--- config.mk ---
export PLATFORM = sky130hd
export DESIGN_NAME = bcd_display_scan
export DESIGN_NICKNAME = d
export VERILOG_FILES = /design/src/rtl/bcd_display_scan.sv
export SDC_FILE = /design/constraint.sdc
export NUM_CORES = 1
export LEC_CHECK = 0
export BUFFER_PORTS_ARGS = -buffer_cell sky130_fd_sc_hd__buf_2
export CELL_PAD_IN_SITES_DETAIL_PLACEMENT = 1
export CELL_PAD_IN_SITES_GLOBAL_PLACEMENT = 2
export CORE_AREA = 2 2 69 87
export CTS_BUF_LIST = sky130_fd_sc_hd__clkbuf_4 sky130_fd_sc_hd__clkbuf_8
export CTS_CLUSTER_DIAMETER = 150
export CTS_CLUSTER_SIZE = 24
export DETAILED_ROUTE_END_ITERATION = 8
export DIE_AREA = 0 0 71 89
export GPL_TIMING_DRIVEN = 0
export PLACE_DENSITY = 0.84
export SKIP_LAST_GASP = 1
export SYNTH_ARGS = -nofsm -noshare
export SYNTH_HDL_FRONTEND = slang
export SYNTH_SLANG_ARGS = --single-unit
--- constraint.sdc ---
create_clock -name clk -period 3.86 [get_ports clk]
set_input_delay 0.386 -clock clk [delete_from_list [all_inputs] [get_ports clk]]
set_output_delay 0.386 -clock clk [all_outputs]
set_load 0.05 [all_outputs]
--- src/rtl/bcd_display_scan.sv ---
// bcd_display_scan: latches BCD digits on converter done and time-multiplexes them onto a 4-digit 7-segment display
module bcd_display_scan #(
    parameter int REFRESH_DIV    = 50000,
    parameter int BLANK_CYCLES   = 4,
    parameter bit LZ_BLANK       = 1'b1,
    parameter bit SEG_ACTIVE_LOW = 1'b1,
    parameter bit AN_ACTIVE_LOW  = 1'b1
) (
    input  logic       clk,
    input  logic       rst,
    input  logic [3:0] in_UND,
    input  logic [3:0] in_DEC,
    input  logic [3:0] in_CEN,
    input  logic [3:0] in_K,
    input  logic       in_DONE,
    output logic [6:0] out_SEG,
    output logic [3:0] out_AN,
    output logic       out_FRAME
);
    localparam int CW = $clog2(REFRESH_DIV);
    localparam logic [CW-1:0] CNT_LAST = CW'(REFRESH_DIV - 1);
    localparam logic [CW-1:0] CNT_LIT = CW'(BLANK_CYCLES);
    localparam logic [6:0] SEG_OFF = {7{SEG_ACTIVE_LOW}};
    localparam logic [3:0] AN_OFF = {4{AN_ACTIVE_LOW}};
    logic [3:0][3:0] dig;
    logic            valid;
    logic [CW-1:0]   cnt;
    logic [1:0]      idx;
    logic [3:0]      cur;
    logic            zk, zc, zd, blank, lit, wrap;
    logic [6:0]      enc;
    logic [6:0]      seg_hi;
    logic [3:0]      an_hi;
    assign cur = dig[idx];
    assign zk = dig[3] == 4'd0;
    assign zc = dig[2] == 4'd0;
    assign zd = dig[1] == 4'd0;
    assign wrap = cnt == CNT_LAST;
    always_comb begin
        case (cur)
            4'd0: enc = 7'h3F;
            4'd1: enc = 7'h06;
            4'd2: enc = 7'h5B;
            4'd3: enc = 7'h4F;
            4'd4: enc = 7'h66;
            4'd5: enc = 7'h6D;
            4'd6: enc = 7'h7D;
            4'd7: enc = 7'h07;
            4'd8: enc = 7'h7F;
            4'd9: enc = 7'h6F;
            default: enc = 7'h40;
        endcase
    end
    always_comb begin
        blank = idx == 2'd3 ? zk :
                idx == 2'd2 ? zk && zc :
                idx == 2'd1 ? zk && zc && zd : 1'b0;
        lit = valid && cnt >= CNT_LIT && !(LZ_BLANK && blank);
        seg_hi = lit ? enc : 7'h00;
        an_hi = lit ? 4'b0001 << idx : 4'b0000;
    end
    always_ff @(posedge clk) begin
        if (rst) begin
            dig       <= '0;
            valid     <= 1'b0;
            cnt       <= '0;
            idx       <= '0;
            out_FRAME <= 1'b0;
            out_SEG   <= SEG_OFF;
            out_AN    <= AN_OFF;
        end else begin
            if (in_DONE) begin
                dig   <= {in_K, in_CEN, in_DEC, in_UND};
                valid <= 1'b1;
            end
            cnt       <= wrap ? '0 : cnt + 1'b1;
            idx       <= wrap ? idx + 2'd1 : idx;
            out_FRAME <= wrap && idx == 2'd3;
            out_SEG   <= seg_hi ^ SEG_OFF;
            out_AN    <= an_hi ^ AN_OFF;
        end
    end
endmodule

==> impl_metrics.sql <==
INSERT INTO impl_metrics (metric_group, metric, value, unit) VALUES
('status', 'status', 'completed', ''),
('synthesis', 'yosys.area.top_type', 'dfxtp_1', ''),
('finish', 'layout-drive-gt1-share', '0.1920', ''),
('placement', 'dp_worst_setup_slack', '1.808', 'ns'),
('worst_setup_path', 'crit_required', '4.05', 'ns'),
('synthesis', 'synth.yosys.seq_area_share', '0.4514', ''),
('detailed_routing', 'drtPass1Iterations', '4', ''),
('finish', 'finish.utilization', '0.4398', ''),
('power_and_ir_drop', 'power_density', '361.6', 'mW/mm^2'),
('clock_network', 'clock_path_buffers', '2', ''),
('grt', 'grt_util_all_layers', '0.1579', ''),
('worst_setup_path', 'r2r_startpoint', 'cnt[0]$_SDFF_PP0_', ''),
('timing', 'final.period_utilization', '0.5225', ''),
('die', 'rows', '30', ''),
('detailed_routing', 'drtAntennaViolNets', '0', ''),
('worst_setup_path', 'crit_path_cell_trace', 'ha_1 -> and3_1 -> clkbuf_1 -> nand4_1 -> o21bai_2 -> buf_6 -> nor2_1', ''),
('hold_path', 'whs_path_depth', '3', ''),
('synthesis', 'synthXorXnorAreaFrac', '0.05042', ''),
('hold_path', 'hold_class', 'input port to register', ''),
('clock_network', 'cts_setup_buffers', '0', ''),
('detailed_routing', 'post_drt_wl_per_cell', '14.17', 'um'),
('synthesis', 'synthSimpleGateAreaFrac', '0.2035', ''),
('power_and_ir_drop', 'power.static_leakage', '0.9820', 'nW'),
('detailed_routing', 'drt_drc_violations_left', '0', ''),
('worst_setup_path', 'worstPathBufferInverterCount', '2', ''),
('detailed_routing', 'finalWirelength', '4450', 'um'),
('die', 'top_level_ports', '31', ''),
('placement', 'numPlacedInstances', '306', ''),
('timing', 'layout_min_cycle_time', '2.017', 'ns'),
('worst_setup_path', 'arr_time_crit_path', '2.21', 'ns'),
('synthesis', 'post_synth_inst_count', '213', ''),
('synthesis', 'ys_types', '29', ''),
('die', 'floorplan.initialDensity', '0.3830', ''),
('timing', 'setup_total_negative_slack', '0', 'ns'),
('worst_setup_path', 'path_max_fanout', '10', ''),
('placement', 'gp_congestion', '0.7305', ''),
('timing', 'final_max_slew_viol_count', '0', ''),
('worst_setup_path', 'depth_of_the_worst_register_to_register_path', '7', ''),
('clock_network', 'number_of_h_tree_levels', '2', ''),
('grt', 'antenna_found_initial', '0', ''),
('synthesis', 'synth_fp_nets', '243', ''),
('hold_path', 'hold-path-endpoint', 'dig[0]$_SDFFE_PP0P_', ''),
('die', 'core_area', '0.005443', 'mm^2'),
('synthesis', 'synth-seq-cells', '47', ''),
('synthesis', 'synthMuxAreaShare', '0.1297', ''),
('worst_setup_path', 'crit_path_top_delay_cell', 'dfxtp_1', ''),
('power_and_ir_drop', 'total_power', '0.8656', 'mW'),
('die', 'dieArea', '0.006319', 'mm^2'),
('detailed_routing', 'avg_vias_per_cell', '5.185', ''),
('worst_setup_path', 'critical_path.reg2reg.endpoint', 'cnt[6]$_SDFF_PP0_', ''),
('timing', 'max_slew.worst_pin.slew', '0.5254', 'ns'),
('timing', 'max_freq', '495.8', 'MHz'),
('clock_network', 'clk_root_buffer_cell', 'clkbuf_8', ''),
('synthesis', 'synthDominantCellAreaShare', '0.4514', ''),
('run', 'maxCapViolations', '0', ''),
('synthesis', 'synth_compound_gate_area_share', '0.05102', ''),
('clock_network', 'tritoncts_clock_tree', 'yes', ''),
('grt', 'maximum_number_of_pins_on_one_net_before_global_route_repair', '15', ''),
('finish', 'filler_cell_count', '681', ''),
('finish', 'areaGrowthSynthToFinish', '14.83', '%'),
('die', 'fp.dieH', '89', 'um'),
('clock_network', 'postCtsHoldBufs', '0', ''),
('placement', 'port-buffer-count', '29', ''),
('grt', 'wire_length_of_the_first_global_routing_pass', '7741', 'um'),
('worst_setup_path', 'r2r_setup_slack', '1.84', 'ns'),
('worst_setup_path', 'cpPeakStageDelay', '0.40', 'ns'),
('synthesis', 'synth_top_family_by_area', 'simple AND/OR/NAND/NOR gates', ''),
('finish', 'final_cells', '314', ''),
('timing', 'max-slew-margin-rel', '0.6465', ''),
('finish', 'num-nets-final', '279', ''),
('synthesis', 'yosys_warnings', '0', '');
## cell families after synthesis
family / Yosys count
xor gates and xnor gates: 12
and+or+nand+nor: 82
buffers and inverters: 22
muxes: 22
DFF: 47
AOI/OAI and AO/OA: 17
adders and majority gates: 11
## layout make-up
class                      instances  area, um^2  area share
multi-input combinational        144        1044      0.4360
sequential                        47       940.9      0.3931
timing repair buffer              29       145.1     0.06064
tap                               64       80.08     0.03346
clock buffer                       5       68.82     0.02875
buffer                            11       58.81     0.02457
inverter                          11       41.29     0.01725
clock inverter                     3       15.01    0.006273
## power by group
part | total (mW) | switching, mW | internal (mW) | leakage, nW
Sequential | 0.510 | 0.0117 | 0.499 | 0.383
Clock | 0.283 | 0.159 | 0.124 | 0.0477
Combinational | 0.0723 | 0.0392 | 0.0331 | 0.551
Total | 0.866 | 0.210 | 0.656 | 0.982
## layer usage
metal | track usage | up-vias | wire, um
met5 | 0 | - | 0
met4 | 0.06175 | 0 | 48
met3 | 0.03495 | 4 | 135
met2 | 0.2982 | 23 | 2424
met1 | 0.1718 | 788 | 1842
li1 | - | 813 | -
## cell usage after synthesis (all sizes together)
cell type and n:
nand2 5, nor2 32, and4b 1, buf 4
a21oi 5, ha 11, nor4b 1, or3 3
clkbuf 7, nand2b 1, dfxtp 47, and3b 1
and3 2, and4 6, o21bai 1, nand4 6
nand3 17, nor4 5, nor3 2, mux2i 18
o211ai 3, xnor2 3, inv 11, xor2 9
o21ai 7, a211o 1, mux4 4
## registers in the layout, summed over array words and instances (netlist names)
register	flops
out_FRAME	1
out_SEG	7
valid	1
cnt	16
idx	2
dig	16
out_AN	4
## how the worst max path moves through the flow
stage	cells past startpoint	from	end	slack [ns]
finish	7	cnt[0]$_SDFF_PP0_	cnt[6]$_SDFF_PP0_	1.84
global route	7	cnt[0]$_SDFF_PP0_	cnt[7]$_SDFF_PP0_	1.68
CTS	7	cnt[0]$_SDFF_PP0_	cnt[6]$_SDFF_PP0_	1.80
detailed placement	7	cnt[0]$_SDFF_PP0_	cnt[8]$_SDFF_PP0_	1.81
global placement	7	cnt[0]$_SDFF_PP0_	cnt[10]$_SDFF_PP0_	1.80
floorplan	7	idx[0]$_SDFFE_PP0N_	out_SEG[2]$_SDFF_PP1_	2.09
## placed cells by master, fill, tap and decap left out, drive strengths merged, types with 2 or more instances in the layout
master / netlist / layout
and4: 6 / 6
clkinv: 0 / 3
xnor2: 3 / 3
or3: 3 / 3
xor2: 9 / 9
ha: 11 / 11
a21oi: 5 / 5
buf: 4 / 33
nor4: 5 / 5
mux4: 4 / 4
o211ai: 3 / 3
mux2i: 18 / 18
clkbuf: 7 / 12
and3: 2 / 2
nand2: 5 / 5
nor2: 32 / 32
inv: 11 / 11
nand4: 6 / 6
nor3: 2 / 2
nand3: 17 / 17
dfxtp: 47 / 47
o21ai: 7 / 7
## stage by stage
| step | hold WS [ns] | area (um^2) |
|---|---|---|
| 2_1_floorplan | 0.4375 | 2085 |
| 3_3_place_gp | 0.4585 | 2310 |
| 3_5_place_dp | 0.4728 | 2310 |
| 4_1_cts | 0.3138 | 2394 |
| 5_1_grt | 0.3312 | 2394 |
| 6_report | 0.3210 | 2394 |
## tightest hold or removal path, delay by kind of cell
family                 cells  cell delay (ns)
buffers and inverters      1             0.07
AND/OR/NAND/NOR            1             0.07
multiplexers               1             0.05
Power figures use the tool's default switching activity.
